==> src/rtl/fcl1_pkg.sv <==
// Shared definitions for the FCL layer-1 register/SRAM transfer paths:
// write-back FSM state encoding and the default geometry of the result bank.
package fcl1_pkg;

    localparam int NUM_FILTER = 6;
    localparam int RAM_DEPTH  = 5;
    localparam int RAM_ADDRW  = 3;
    localparam int RAM_WIDTH  = 40;
    localparam int CNT_WIDTH  = 3;

    typedef enum logic [1:0] {
        IDLE  = 2'd0,
        WRITE = 2'd1,
        DONE  = 2'd2
    } wr_state_e;

endpackage

==> src/rtl/reg_to_sram_write_if.sv <==
// Register-bank / SRAM write-port bundle of the layer-1 write-back path.
// master drives start, bank and ready; slave (the write-back block) drives the SRAM side.
interface reg_to_sram_write_if #(
    parameter int RAM_DEPTH = fcl1_pkg::RAM_DEPTH,
    parameter int RAM_ADDRW = fcl1_pkg::RAM_ADDRW,
    parameter int RAM_WIDTH = fcl1_pkg::RAM_WIDTH
);

    logic                           sram_write_en_i;
    logic [RAM_DEPTH*RAM_WIDTH-1:0] sram_write_reg_data_i;
    logic                           sram_write_ready_i;
    logic                           sram_write_we_o;
    logic [RAM_ADDRW-1:0]           sram_write_addr_o;
    logic [RAM_WIDTH-1:0]           sram_write_data_o;
    logic                           sram_write_busy_o;
    logic                           sram_write_cnt_done_o;

    modport master (
        output sram_write_en_i, sram_write_reg_data_i, sram_write_ready_i,
        input  sram_write_we_o, sram_write_addr_o, sram_write_data_o,
               sram_write_busy_o, sram_write_cnt_done_o
    );

    modport slave (
        input  sram_write_en_i, sram_write_reg_data_i, sram_write_ready_i,
        output sram_write_we_o, sram_write_addr_o, sram_write_data_o,
               sram_write_busy_o, sram_write_cnt_done_o
    );

endinterface

==> src/rtl/wr_word_counter.sv <==
// Word index of the write-back transfer: clear wins over enable, and the
// terminal flag marks the last word of the bank.
module wr_word_counter #(
    parameter int CNT_WIDTH = fcl1_pkg::CNT_WIDTH,
    parameter int RAM_DEPTH = fcl1_pkg::RAM_DEPTH
) (
    input  logic                 clk,
    input  logic                 rst,
    input  logic                 clr_i,
    input  logic                 en_i,
    output logic [CNT_WIDTH-1:0] cnt_o,
    output logic                 last_o
);

    logic [CNT_WIDTH-1:0] cnt_q;
    logic [CNT_WIDTH-1:0] cnt_d;

    always_comb begin
        cnt_d = cnt_q;
        if (clr_i) begin
            cnt_d = '0;
        end else if (en_i) begin
            cnt_d = cnt_q + CNT_WIDTH'(1);
        end
    end

    always_ff @(posedge clk) begin
        if (rst) begin
            cnt_q <= '0;
        end else begin
            cnt_q <= cnt_d;
        end
    end

    assign cnt_o  = cnt_q;
    assign last_o = (cnt_q == CNT_WIDTH'(RAM_DEPTH - 1));

endmodule

==> src/rtl/reg_to_sram_write.sv <==
// Layer-1 write-back: snapshots the result register bank on a rising start
// and streams it word by word into the result SRAM, honouring SRAM ready.
module reg_to_sram_write
    import fcl1_pkg::*;
#(
    parameter int CNT_WIDTH = fcl1_pkg::CNT_WIDTH,
    parameter int RAM_DEPTH = fcl1_pkg::RAM_DEPTH,
    parameter int RAM_ADDRW = fcl1_pkg::RAM_ADDRW,
    parameter int RAM_WIDTH = fcl1_pkg::RAM_WIDTH
) (
    input  logic                sram_write_clk,
    input  logic                sram_write_rst,
    reg_to_sram_write_if.slave  bus
);

    wr_state_e             state_q;
    logic                  en_q;
    logic                  we_q;
    logic [RAM_ADDRW-1:0]  addr_q;
    logic [RAM_WIDTH-1:0]  data_q;
    logic                  busy_q;
    logic                  done_q;
    logic [RAM_WIDTH-1:0]  bank_q [RAM_DEPTH];

    logic                  start;
    logic                  clr;
    logic                  accept;
    logic [CNT_WIDTH-1:0]  cnt;
    logic [CNT_WIDTH-1:0]  nxt_idx;
    logic                  cnt_last;

    assign start   = bus.sram_write_en_i & ~en_q;
    assign clr     = (state_q == IDLE) & start;
    assign accept  = (state_q == WRITE) & we_q & bus.sram_write_ready_i;
    assign nxt_idx = cnt + CNT_WIDTH'(1);

    wr_word_counter #(
        .CNT_WIDTH (CNT_WIDTH),
        .RAM_DEPTH (RAM_DEPTH)
    ) u_cnt (
        .clk    (sram_write_clk),
        .rst    (sram_write_rst),
        .clr_i  (clr),
        .en_i   (accept),
        .cnt_o  (cnt),
        .last_o (cnt_last)
    );

    // The snapshot is pure data storage; only the control path needs reset.
    always_ff @(posedge sram_write_clk) begin
        if (clr) begin
            for (int k = 0; k < RAM_DEPTH; k++) begin
                bank_q[k] <= bus.sram_write_reg_data_i[k*RAM_WIDTH +: RAM_WIDTH];
            end
        end
    end

    always_ff @(posedge sram_write_clk) begin
        if (sram_write_rst) begin
            state_q <= IDLE;
            en_q    <= 1'b0;
            we_q    <= 1'b0;
            addr_q  <= '0;
            data_q  <= '0;
            busy_q  <= 1'b0;
            done_q  <= 1'b0;
        end else begin
            en_q   <= bus.sram_write_en_i;
            done_q <= 1'b0;
            case (state_q)
                IDLE: begin
                    if (start) begin
                        // Word 0 comes straight from the bank input; the snapshot lands this same edge.
                        state_q <= WRITE;
                        we_q    <= 1'b1;
                        addr_q  <= '0;
                        data_q  <= bus.sram_write_reg_data_i[0 +: RAM_WIDTH];
                        busy_q  <= 1'b1;
                    end
                end
                WRITE: begin
                    if (accept) begin
                        if (cnt_last) begin
                            state_q <= DONE;
                            we_q    <= 1'b0;
                            done_q  <= 1'b1;
                        end else begin
                            addr_q <= RAM_ADDRW'(nxt_idx);
                            data_q <= bank_q[nxt_idx];
                        end
                    end
                end
                DONE: begin
                    state_q <= IDLE;
                    busy_q  <= 1'b0;
                end
                default: begin
                    state_q <= IDLE;
                    we_q    <= 1'b0;
                    busy_q  <= 1'b0;
                end
            endcase
        end
    end

    assign bus.sram_write_we_o       = we_q;
    assign bus.sram_write_addr_o     = addr_q;
    assign bus.sram_write_data_o     = data_q;
    assign bus.sram_write_busy_o     = busy_q;
    assign bus.sram_write_cnt_done_o = done_q;

endmodule

==> src/flat_wrapper.sv <==
// flat-port wrapper written by rule: the top's interface ports become plain ports
module reg_to_sram_write_flat import fcl1_pkg::*;
#(
    parameter int CNT_WIDTH = fcl1_pkg::CNT_WIDTH,
    parameter int RAM_DEPTH = fcl1_pkg::RAM_DEPTH,
    parameter int RAM_ADDRW = fcl1_pkg::RAM_ADDRW,
    parameter int RAM_WIDTH = fcl1_pkg::RAM_WIDTH
)
  (sram_write_clk, sram_write_rst, bus_sram_write_en_i, bus_sram_write_reg_data_i, bus_sram_write_ready_i, bus_sram_write_we_o, bus_sram_write_addr_o, bus_sram_write_data_o, bus_sram_write_busy_o, bus_sram_write_cnt_done_o);
  reg_to_sram_write_if #(.RAM_DEPTH(RAM_DEPTH), .RAM_ADDRW(RAM_ADDRW), .RAM_WIDTH(RAM_WIDTH)) bus_i ();
  input  logic sram_write_clk;
  input  logic sram_write_rst;
  input wire logic [$bits(bus_i.sram_write_en_i)-1:0] bus_sram_write_en_i;
  input wire logic [$bits(bus_i.sram_write_reg_data_i)-1:0] bus_sram_write_reg_data_i;
  input wire logic [$bits(bus_i.sram_write_ready_i)-1:0] bus_sram_write_ready_i;
  output wire logic [$bits(bus_i.sram_write_we_o)-1:0] bus_sram_write_we_o;
  output wire logic [$bits(bus_i.sram_write_addr_o)-1:0] bus_sram_write_addr_o;
  output wire logic [$bits(bus_i.sram_write_data_o)-1:0] bus_sram_write_data_o;
  output wire logic [$bits(bus_i.sram_write_busy_o)-1:0] bus_sram_write_busy_o;
  output wire logic [$bits(bus_i.sram_write_cnt_done_o)-1:0] bus_sram_write_cnt_done_o;
  assign bus_i.sram_write_en_i = bus_sram_write_en_i;
  assign bus_i.sram_write_reg_data_i = bus_sram_write_reg_data_i;
  assign bus_i.sram_write_ready_i = bus_sram_write_ready_i;
  assign bus_sram_write_we_o = bus_i.sram_write_we_o;
  assign bus_sram_write_addr_o = bus_i.sram_write_addr_o;
  assign bus_sram_write_data_o = bus_i.sram_write_data_o;
  assign bus_sram_write_busy_o = bus_i.sram_write_busy_o;
  assign bus_sram_write_cnt_done_o = bus_i.sram_write_cnt_done_o;
  reg_to_sram_write #(.CNT_WIDTH(CNT_WIDTH), .RAM_DEPTH(RAM_DEPTH), .RAM_ADDRW(RAM_ADDRW), .RAM_WIDTH(RAM_WIDTH)) u_core (.sram_write_clk(sram_write_clk), .sram_write_rst(sram_write_rst), .bus(bus_i));
endmodule
==> config.mk <==
export PLATFORM = sky130hd
export DESIGN_NAME = reg_to_sram_write_flat
export DESIGN_NICKNAME = d
export VERILOG_FILES = /design/src/rtl/fcl1_pkg.sv /design/src/rtl/reg_to_sram_write_if.sv /design/src/rtl/wr_word_counter.sv /design/src/rtl/reg_to_sram_write.sv /design/src/flat_wrapper.sv
export SDC_FILE = /design/constraint.sdc
export NUM_CORES = 1
export LEC_CHECK = 0
export CAP_MARGIN = 20
export CORE_MARGIN = 10
export CORE_UTILIZATION = 35
export DETAILED_ROUTE_END_ITERATION = 6
export HOLD_SLACK_MARGIN = 0.05
export PLACE_DENSITY_LB_ADDON = 0.3
export SETUP_SLACK_MARGIN = 0.05
export SLEW_MARGIN = 20
export SYNTH_ARGS = -nofsm -noshare
export SYNTH_HDL_FRONTEND = slang
export SYNTH_SLANG_ARGS = --single-unit
==> constraint.sdc <==
create_clock -name sram_write_clk -period 12.9 [get_ports sram_write_clk]
set_input_delay 2.58 -clock sram_write_clk [delete_from_list [all_inputs] [get_ports sram_write_clk]]
set_output_delay 2.58 -clock sram_write_clk [all_outputs]
set_load 0.02 [all_outputs]
==> impl_metrics.csv, run 1 <==
group,metric,value,unit
grt,via_count_of_the_first_global_routing_pass,6521,
routing,remaining_drc_errors,0,
cts,postCtsHoldBufs,0,
floorplan,die_wd,188,µm
placed_design,post_dp_cell_area,0.0127,mm²
routing,detailroute.via_count,5880,
routing,drt_iter0_markers,341,
floorplan,initial_core_util,0.356,
grt,global_route.overflow_total,0,
timing,max_slew_margin,0.343,
pwr,clockPowerShare,0.394,
setup_path,arrival_time_of_data_at_the_critical_path_endpoint,5.12,ns
finish,total_area_of_sequential_cells,0.00705,mm²
synth,syn_nets,744,
floorplan,floorplan.die_area,0.0355,mm²
finish,num-fill-cells,2341,
pwr,combinationalPowerShare,0.110,
grt,overall_routing_resource_usage,0.145,
pwr,power.net_switching,0.000426,W
synth,yosys.area.top_type_share,0.605,
timing,tightest_slew,0.985,ns
worst_hold_path,min-delay-path-class,"reg -> reg",
cts,total_cts_buffers,28,
finish,multiInputGateArea,0.00262,mm²
pwr,power_frac_seq,0.495,
timing,period_share,0.386,
synth,cells_taking_the_most_area_after_synthesis,"sky130_fd_sc_hd__edfxtp_1 (61%), sky130_fd_sc_hd__dfxtp_1 (10%), sky130_fd_sc_hd__mux4_2 (9.1%)",
pwr,power_switching_share,0.221,
pwr,vdd_ir_drop_max,0.0000884,V
setup_path,worst_ep_required_time,13.04,ns
timing,number_of_pins_exceeding_their_max_slew_limit_in_the_final_report,0,
finish,final_net_count,992,
synth,ys_dominant_reg_cell,"sky130_fd_sc_hd__edfxtp_1",
cts,cts_resized,0,
timing,grt_setup_unrepaired,"no",
routing,first_pass_iters,4,
routing,wl,26.6,mm
synth,post_synth.cell_area_avg,18.4,µm²
synth,synth_seq_cells,252,
outcome,outcome,"completed",
routing,detail_route.wl_per_cell,22.4,µm
grt,antenna_found_initial,4,
synth,synth.cells.most_frequent,"sky130_fd_sc_hd__edfxtp_1 (200), sky130_fd_sc_hd__dfxtp_1 (52), sky130_fd_sc_hd__nor2_1 (46)",
finish,synthToLayoutAreaGrowth,37.2,%
placed_design,gp_routability_congestion,0.733,
synth,yosysUniqueCellTypes,38,
cts,clk_pin_slew,0.06,ns
synth,yosys_warnings,0,
placed_design,dp_worst_setup_slack,7.39,ns
timing,setup_violation_total_in_the_final_timing_report,0,
setup_path,worst-r2r-cell-count,6,
routing,postRouteAntennaNets,0,
synth,ys_async_sr_fraction,0,
pwr,p_leak,4.40,nW
setup_path,endpoint_kind,"flop",
finish,design_area,0.0136,mm²
setup_path,critical_path_class,"in -> reg",
pwr,p_int,0.00150,W
grt,grt_pass1_wl,40.0,mm
timing,setup_ws,7.92,ns
setup_path,timing.critical_path.fanout_max,75,
synth,synth_most_common_cell,"sky130_fd_sc_hd__edfxtp_1",
floorplan,core.rowCount,61,
floorplan,die_height,188,µm
floorplan,boundaryPins,250,
cts,post-cts-setup-buffers,0,
cts,cts.htree.levels,1,
synth,synth_top_area_cell,"sky130_fd_sc_hd__edfxtp_1",
run,drv.max_cap_violation_count,0,
pwr,power_per_cell_area,141,mW/mm²
synth,sequential_to_total_area_share_from_yosys_stat,0.710,
setup_path,critPathLaunchType,"primary input",
cts,clock_tree.root_cell,"sky130_fd_sc_hd__clkbuf_16",
floorplan,core_area,0.0279,mm²
cts,maximum_buffer_depth_of_the_clock_tree,3,
placed_design,place.detailed.hpwl,17.0,mm
worst_hold_path,timing.hold.worst_path_depth,2,
timing,finalCriticalPeriod,4.98,ns
timing,maxClockFrequency,201,MHz
grt,largest_net_degree_at_the_start_of_global_routing,76,
routing,route.detailed.vias_per_inst,4.95,
cts,clkLatencyLatePin,0.54,ns
cts,tritoncts_num_sinks,252,
synth,postSynthCellCount,538,
timing,final.setup.tns,0,ns
timing,holdWs,0.459,ns
cts,clock_tree_from_tritoncts,"done",
finish,drive_gt1_frac,0.215,
placed_design,port_buffers,249,
timing,finalClockSkew,0.0243,ns
timing,hold_viol,0,
synth,synth-edff-count,200,
synth,post_synth_instance_area,0.00992,mm²
## cells by family (layout without fill, tap and decap cells)
| logic type | count (synthesis) | count (layout) | share of synthesized area |
|---|---|---|---|
| XOR/XNOR | 3 | 3 | 0.00265 |
| adder cells (fa/ha/maj) | 2 | 2 | 0.00252 |
| other | 0 | 3 | 0 |
| multiplexers | 40 | 40 | 0.0908 |
| buffers and inverters | 45 | 315 | 0.0289 |
| flip-flops | 252 | 252 | 0.710 |
| AO/OA/AOI/OAI | 90 | 90 | 0.114 |
| AND/OR/NAND/NOR | 106 | 106 | 0.0508 |
## metrics by stage
| stage | instances | total power, W | utilization |
|---|---|---|---|
| 2_1_floorplan | 538 | 0.00108 | - |
| 3_3_place_gp | 1134 | 0.00118 | 0.456 |
| 3_5_place_dp | 1134 | 0.00119 | 0.456 |
| 4_1_cts | 1186 | 0.00195 | 0.488 |
| 5_1_grt | 1189 | 0.00200 | 0.489 |
| 6_report | 1189 | 0.00193 | 0.489 |
## final cells by class
cell class                      instances  share of cell area
Timing Repair Buffer                  259               0.188
Inverter                                4             0.00110
Antenna cell                            3            0.000551
Sequential cell                       252               0.518
Tap cell                              378              0.0347
Clock inverter                          7             0.00441
Clock buffer                           45              0.0607
Multi-Input combinational cell        241               0.192
## flip-flops by register name, summed over array words and instances, names as in the netlist
register	flops
u_core.bank_q	200
u_core.bus.sram_write_addr_o	3
u_core.bus.sram_write_busy_o	1
u_core.bus.sram_write_cnt_done_o	1
u_core.bus.sram_write_data_o	40
u_core.bus.sram_write_we_o	1
u_core.en_q	1
u_core.state_q	2
u_core.u_cnt.cnt_o	3
## worst paths after layout
path                                                 from                                       endpoint  slack (ns)
max                                   bus_sram_write_en_i                 u_core.bank_q[0][20]$_DFFE_PP_        7.92
min          u_core.bus.sram_write_addr_o[2]$_SDFFE_PP0P_   u_core.bus.sram_write_addr_o[2]$_SDFFE_PP0P_        0.46
max reg2reg            u_core.u_cnt.cnt_o[0]$_SDFFE_PP0P_  u_core.bus.sram_write_data_o[26]$_SDFFE_PP0P_        9.77
min reg2reg  u_core.bus.sram_write_addr_o[2]$_SDFFE_PP0P_   u_core.bus.sram_write_addr_o[2]$_SDFFE_PP0P_        0.46
## critical path: stages
cell,delay [ns]
sky130_fd_sc_hd__clkdlybuf4s50_1,0.53
sky130_fd_sc_hd__nor4b_4,0.37
sky130_fd_sc_hd__buf_4,0.67
sky130_fd_sc_hd__buf_4,0.85
## layout by cell type, fill, tap and decap left out, types with 2 or more instances in the layout
cell	instances
sky130_fd_sc_hd__mux4_2	40
sky130_fd_sc_hd__a221oi_2	37
sky130_fd_sc_hd__a21oi_1	6
sky130_fd_sc_hd__a211oi_2	37
sky130_fd_sc_hd__a211oi_1	3
sky130_fd_sc_hd__clkbuf_16	29
sky130_fd_sc_hd__buf_4	10
sky130_fd_sc_hd__nand3_1	42
sky130_fd_sc_hd__clkbuf_1	12
sky130_fd_sc_hd__clkdlybuf4s50_1	248
sky130_fd_sc_hd__edfxtp_1	200
sky130_fd_sc_hd__diode_2	3
sky130_fd_sc_hd__nor3b_1	2
sky130_fd_sc_hd__a221oi_1	3
sky130_fd_sc_hd__nor2_1	45
sky130_fd_sc_hd__clkinv_2	3
sky130_fd_sc_hd__clkinv_1	2
sky130_fd_sc_hd__clkbuf_8	4
sky130_fd_sc_hd__inv_1	3
sky130_fd_sc_hd__dfxtp_1	51
sky130_fd_sc_hd__nor2_4	2
sky130_fd_sc_hd__nand2_1	6
## routing by layer
metal | vias to the layer above | wire, µm | GRT usage
met5 | - | 9 | 0
met1 | 2927 | 10800 | 0.179
met4 | 2 | 484 | 0.0375
li1 | 2692 | - | -
met3 | 38 | 1970 | 0.0432
met2 | 221 | 13300 | 0.242
## power groups by stage
stage | Sequential [W] | Clock, W | Combinational, W
after detailed placement | 0.000972 | 0 | 0.000216
after global placement | 0.000971 | 0 | 0.000214
after global routing | 0.000959 | 0.000812 | 0.000228
after floorplan | 0.000987 | 0 | 0.0000885
after CTS | 0.000955 | 0.000782 | 0.000217
final | 0.000954 | 0.000759 | 0.000213
Power figures use the tool's default switching activity.
==> run 2: changes to the inputs <==
==> constraint.sdc (replaced) <==
create_clock -name sram_write_clk -period 4.9 [get_ports sram_write_clk]
set_input_delay 0.98 -clock sram_write_clk [delete_from_list [all_inputs] [get_ports sram_write_clk]]
set_output_delay 0.98 -clock sram_write_clk [all_outputs]
set_load 0.02 [all_outputs]
==> run 2 against run 1 <==
Compared with the run above:
- total power grew to 2.7 times the previous value
- combinational power rose to 2.7 times the previous value
- critical path depth rose by 3
- clock-buffer cell count shrank 4
- global-route usage is 0.057 points higher
- die area unchanged
- core utilization up 0.12 points
- final cell count decreased by 0.17%
- register-to-register slack lost 7.9 ns
- non-clock buffer count increased by 1
==> impl_metrics.csv, run 2 (same netlist as run 1, synthesis figures left out) <==
group,metric,value,unit
pwr,power_per_cell_area,375,mW/mm²
timing,number_of_pins_exceeding_their_max_slew_limit_in_the_final_report,0,
finish,layout.cells.most_common_list,"sky130_fd_sc_hd__clkdlybuf4s50_1 (248), sky130_fd_sc_hd__edfxtp_1 (200), sky130_fd_sc_hd__dfxtp_1 (51), sky130_fd_sc_hd__nor2_1 (45), sky130_fd_sc_hd__nand3_1 (42)",
floorplan,core_area,0.0279,mm²
worst_hold_path,min-delay-path-class,"reg -> reg",
grt,grt_pass1_wl,40.4,mm
finish,drive_gt1_frac,0.219,
cts,post-cts-setup-buffers,0,
timing,setup_violation_total_in_the_final_timing_report,0,
setup_path,arrival_time_of_data_at_the_critical_path_endpoint,3.48,ns
setup_path,critical_path_class,"reg -> reg",
finish,largest_reg_flops,200,
timing,finalCriticalPeriod,3.03,ns
routing,remaining_drc_errors,0,
setup_path,critPathBufInv,2,
routing,postRouteAntennaNets,0,
timing,hold_viol,0,
pwr,p_int,0.00400,W
finish,largest_reg_by_ff_count,"u_core.bank_q",
routing,detail_route.wl_per_cell,22.3,µm
grt,antenna_found_initial,0,
routing,wl,26.5,mm
placed_design,dp_worst_setup_slack,1.55,ns
placed_design,place.detailed.hpwl,17.3,mm
pwr,power.net_switching,0.00113,W
timing,maxClockFrequency,330,MHz
setup_path,timing.critical_path.fanout_max,42,
pwr,power_frac_seq,0.489,
setup_path,critPathLaunchType,"flop",
setup_path,r2r_start,"u_core.u_cnt.cnt_o[0]$_SDFFE_PP0P_",
setup_path,worst_ep_required_time,5.34,ns
timing,setup_ws,1.87,ns
floorplan,die_height,188,µm
grt,overall_routing_resource_usage,0.145,
worst_hold_path,hp-start,"u_core.bus.sram_write_addr_o[0]$_SDFFE_PP0P_",
timing,grt_setup_unrepaired,"no",
cts,total_cts_buffers,28,
outcome,outcome,"completed",
routing,route.detailed.vias_per_inst,4.95,
setup_path,timing.critical_path.mode_cell,"sky130_fd_sc_hd__buf_4",
finish,final_core_utilization,0.490,
grt,global_route.overflow_total,0,
floorplan,die_wd,188,µm
routing,detailroute.via_count,5872,
cts,clk_pin_slew,0.06,ns
grt,largest_net_degree_at_the_start_of_global_routing,125,
finish,synthToLayoutAreaGrowth,37.5,%
cts,clock_tree_from_tritoncts,"done",
floorplan,initial_core_util,0.356,
cts,maximum_buffer_depth_of_the_clock_tree,3,
cts,tritoncts_num_sinks,252,
pwr,clockPowerShare,0.401,
run,drv.max_cap_violation_count,0,
pwr,p_leak,4.43,nW
placed_design,gp_routability_congestion,0.724,
finish,final_net_count,993,
routing,drt_iter0_markers,373,
timing,finalClockSkew,0.00576,ns
setup_path,crit_path_max_incr_delay,0.74,ns
cts,postCtsHoldBufs,0,
setup_path,path_delay_family,"buffers and inverters",
grt,via_count_of_the_first_global_routing_pass,6537,
pwr,combinationalPowerShare,0.110,
routing,first_pass_iters,4,
timing,period_share,0.619,
cts,clkLatencyLatePin,0.53,ns
timing,tightest_slew,1.11,ns
setup_path,path_cells,"buf_4 > ha_1 > xnor2_2 > nor2_4 > buf_4 > a221oi_1 > a211oi_1",
floorplan,boundaryPins,250,
pwr,power_switching_share,0.220,
cts,cts_resized,0,
finish,antenna_cells_inserted,0,
setup_path,worst_setup_path_startpoint,"u_core.u_cnt.cnt_o[0]$_SDFFE_PP0P_",
cts,cts.htree.levels,1,
floorplan,core.rowCount,61,
setup_path,endpoint_kind,"flop",
cts,clock_tree.root_cell,"sky130_fd_sc_hd__clkbuf_16",
setup_path,slowest_stage,"sky130_fd_sc_hd__buf_4",
finish,layout_commonest_cell,"sky130_fd_sc_hd__clkdlybuf4s50_1",
placed_design,port_buffers,249,
timing,max_slew_margin,0.260,
pwr,vdd_ir_drop_max,0.000235,V
floorplan,floorplan.die_area,0.0355,mm²
==> run 2: power groups by stage <==
| stage | clock [W] | combinational, W | sequential [W] |
|---|---|---|---|
| finish | 0.00205 | 0.000566 | 0.00251 |
| global route | 0.00221 | 0.000608 | 0.00252 |
| CTS | 0.00212 | 0.000578 | 0.00251 |
| detailed placement | 0 | 0.000576 | 0.00255 |
| global placement | 0 | 0.000569 | 0.00255 |
| floorplan | 0 | 0.000232 | 0.00260 |
==> run 2: worst paths after layout <==
check,slack (ns),endpoint,depth (start not counted)
setup / recovery,1.87,u_core.bus.sram_write_data_o[36]$_SDFFE_PP0P_,7
hold / removal,0.46,u_core.bus.sram_write_addr_o[0]$_SDFFE_PP0P_,2
setup reg to reg,1.87,u_core.bus.sram_write_data_o[36]$_SDFFE_PP0P_,7
hold reg to reg,0.46,u_core.bus.sram_write_addr_o[0]$_SDFFE_PP0P_,2
==> run 2: through the flow <==
stage | hold WS (ns) | std cells | instance area, µm² | setup TNS [ns] | total power, W
floorplan | 0.528 | 538 | 9920 | -765.16 | 0.00283
global route | 0.473 | 1187 | 13600 | 0 | 0.00534
finish | 0.455 | 1187 | 13600 | 0 | 0.00512
global placement | 0.440 | 1135 | 12700 | 0 | 0.00312
CTS | 0.460 | 1187 | 13600 | 0 | 0.00520
detailed placement | 0.452 | 1135 | 12700 | 0 | 0.00313
==> run 2: area by class of cell <==
class,count,area (µm²)
multi-input combinational,241,2610
inverter,4,15.0
tap,378,473
clock inverter,11,103
fill,2337,14200
clock buffer,41,811
timing repair buffer,260,2580
sequential,252,7050
==> run 2: layer usage <==
layer  wire (µm)  global-route usage  up-vias  part of all wire
met5           0                   0        -                 0
met4         491              0.0302        0             0.019
met3        1810              0.0425       36             0.068
met2       13400               0.251      183              0.51
met1       10800               0.176     2964              0.41
li1            -                   -     2689                 -
==> run 2: worst reg2reg max path: stages, from the launching register on <==
cell and delay (ns):
sky130_fd_sc_hd__dfxtp_4 0.34, sky130_fd_sc_hd__buf_4 0.74, sky130_fd_sc_hd__ha_1 0.35, sky130_fd_sc_hd__xnor2_2 0.10
sky130_fd_sc_hd__nor2_4 0.37, sky130_fd_sc_hd__buf_4 0.62, sky130_fd_sc_hd__a221oi_1 0.18, sky130_fd_sc_hd__a211oi_1 0.25
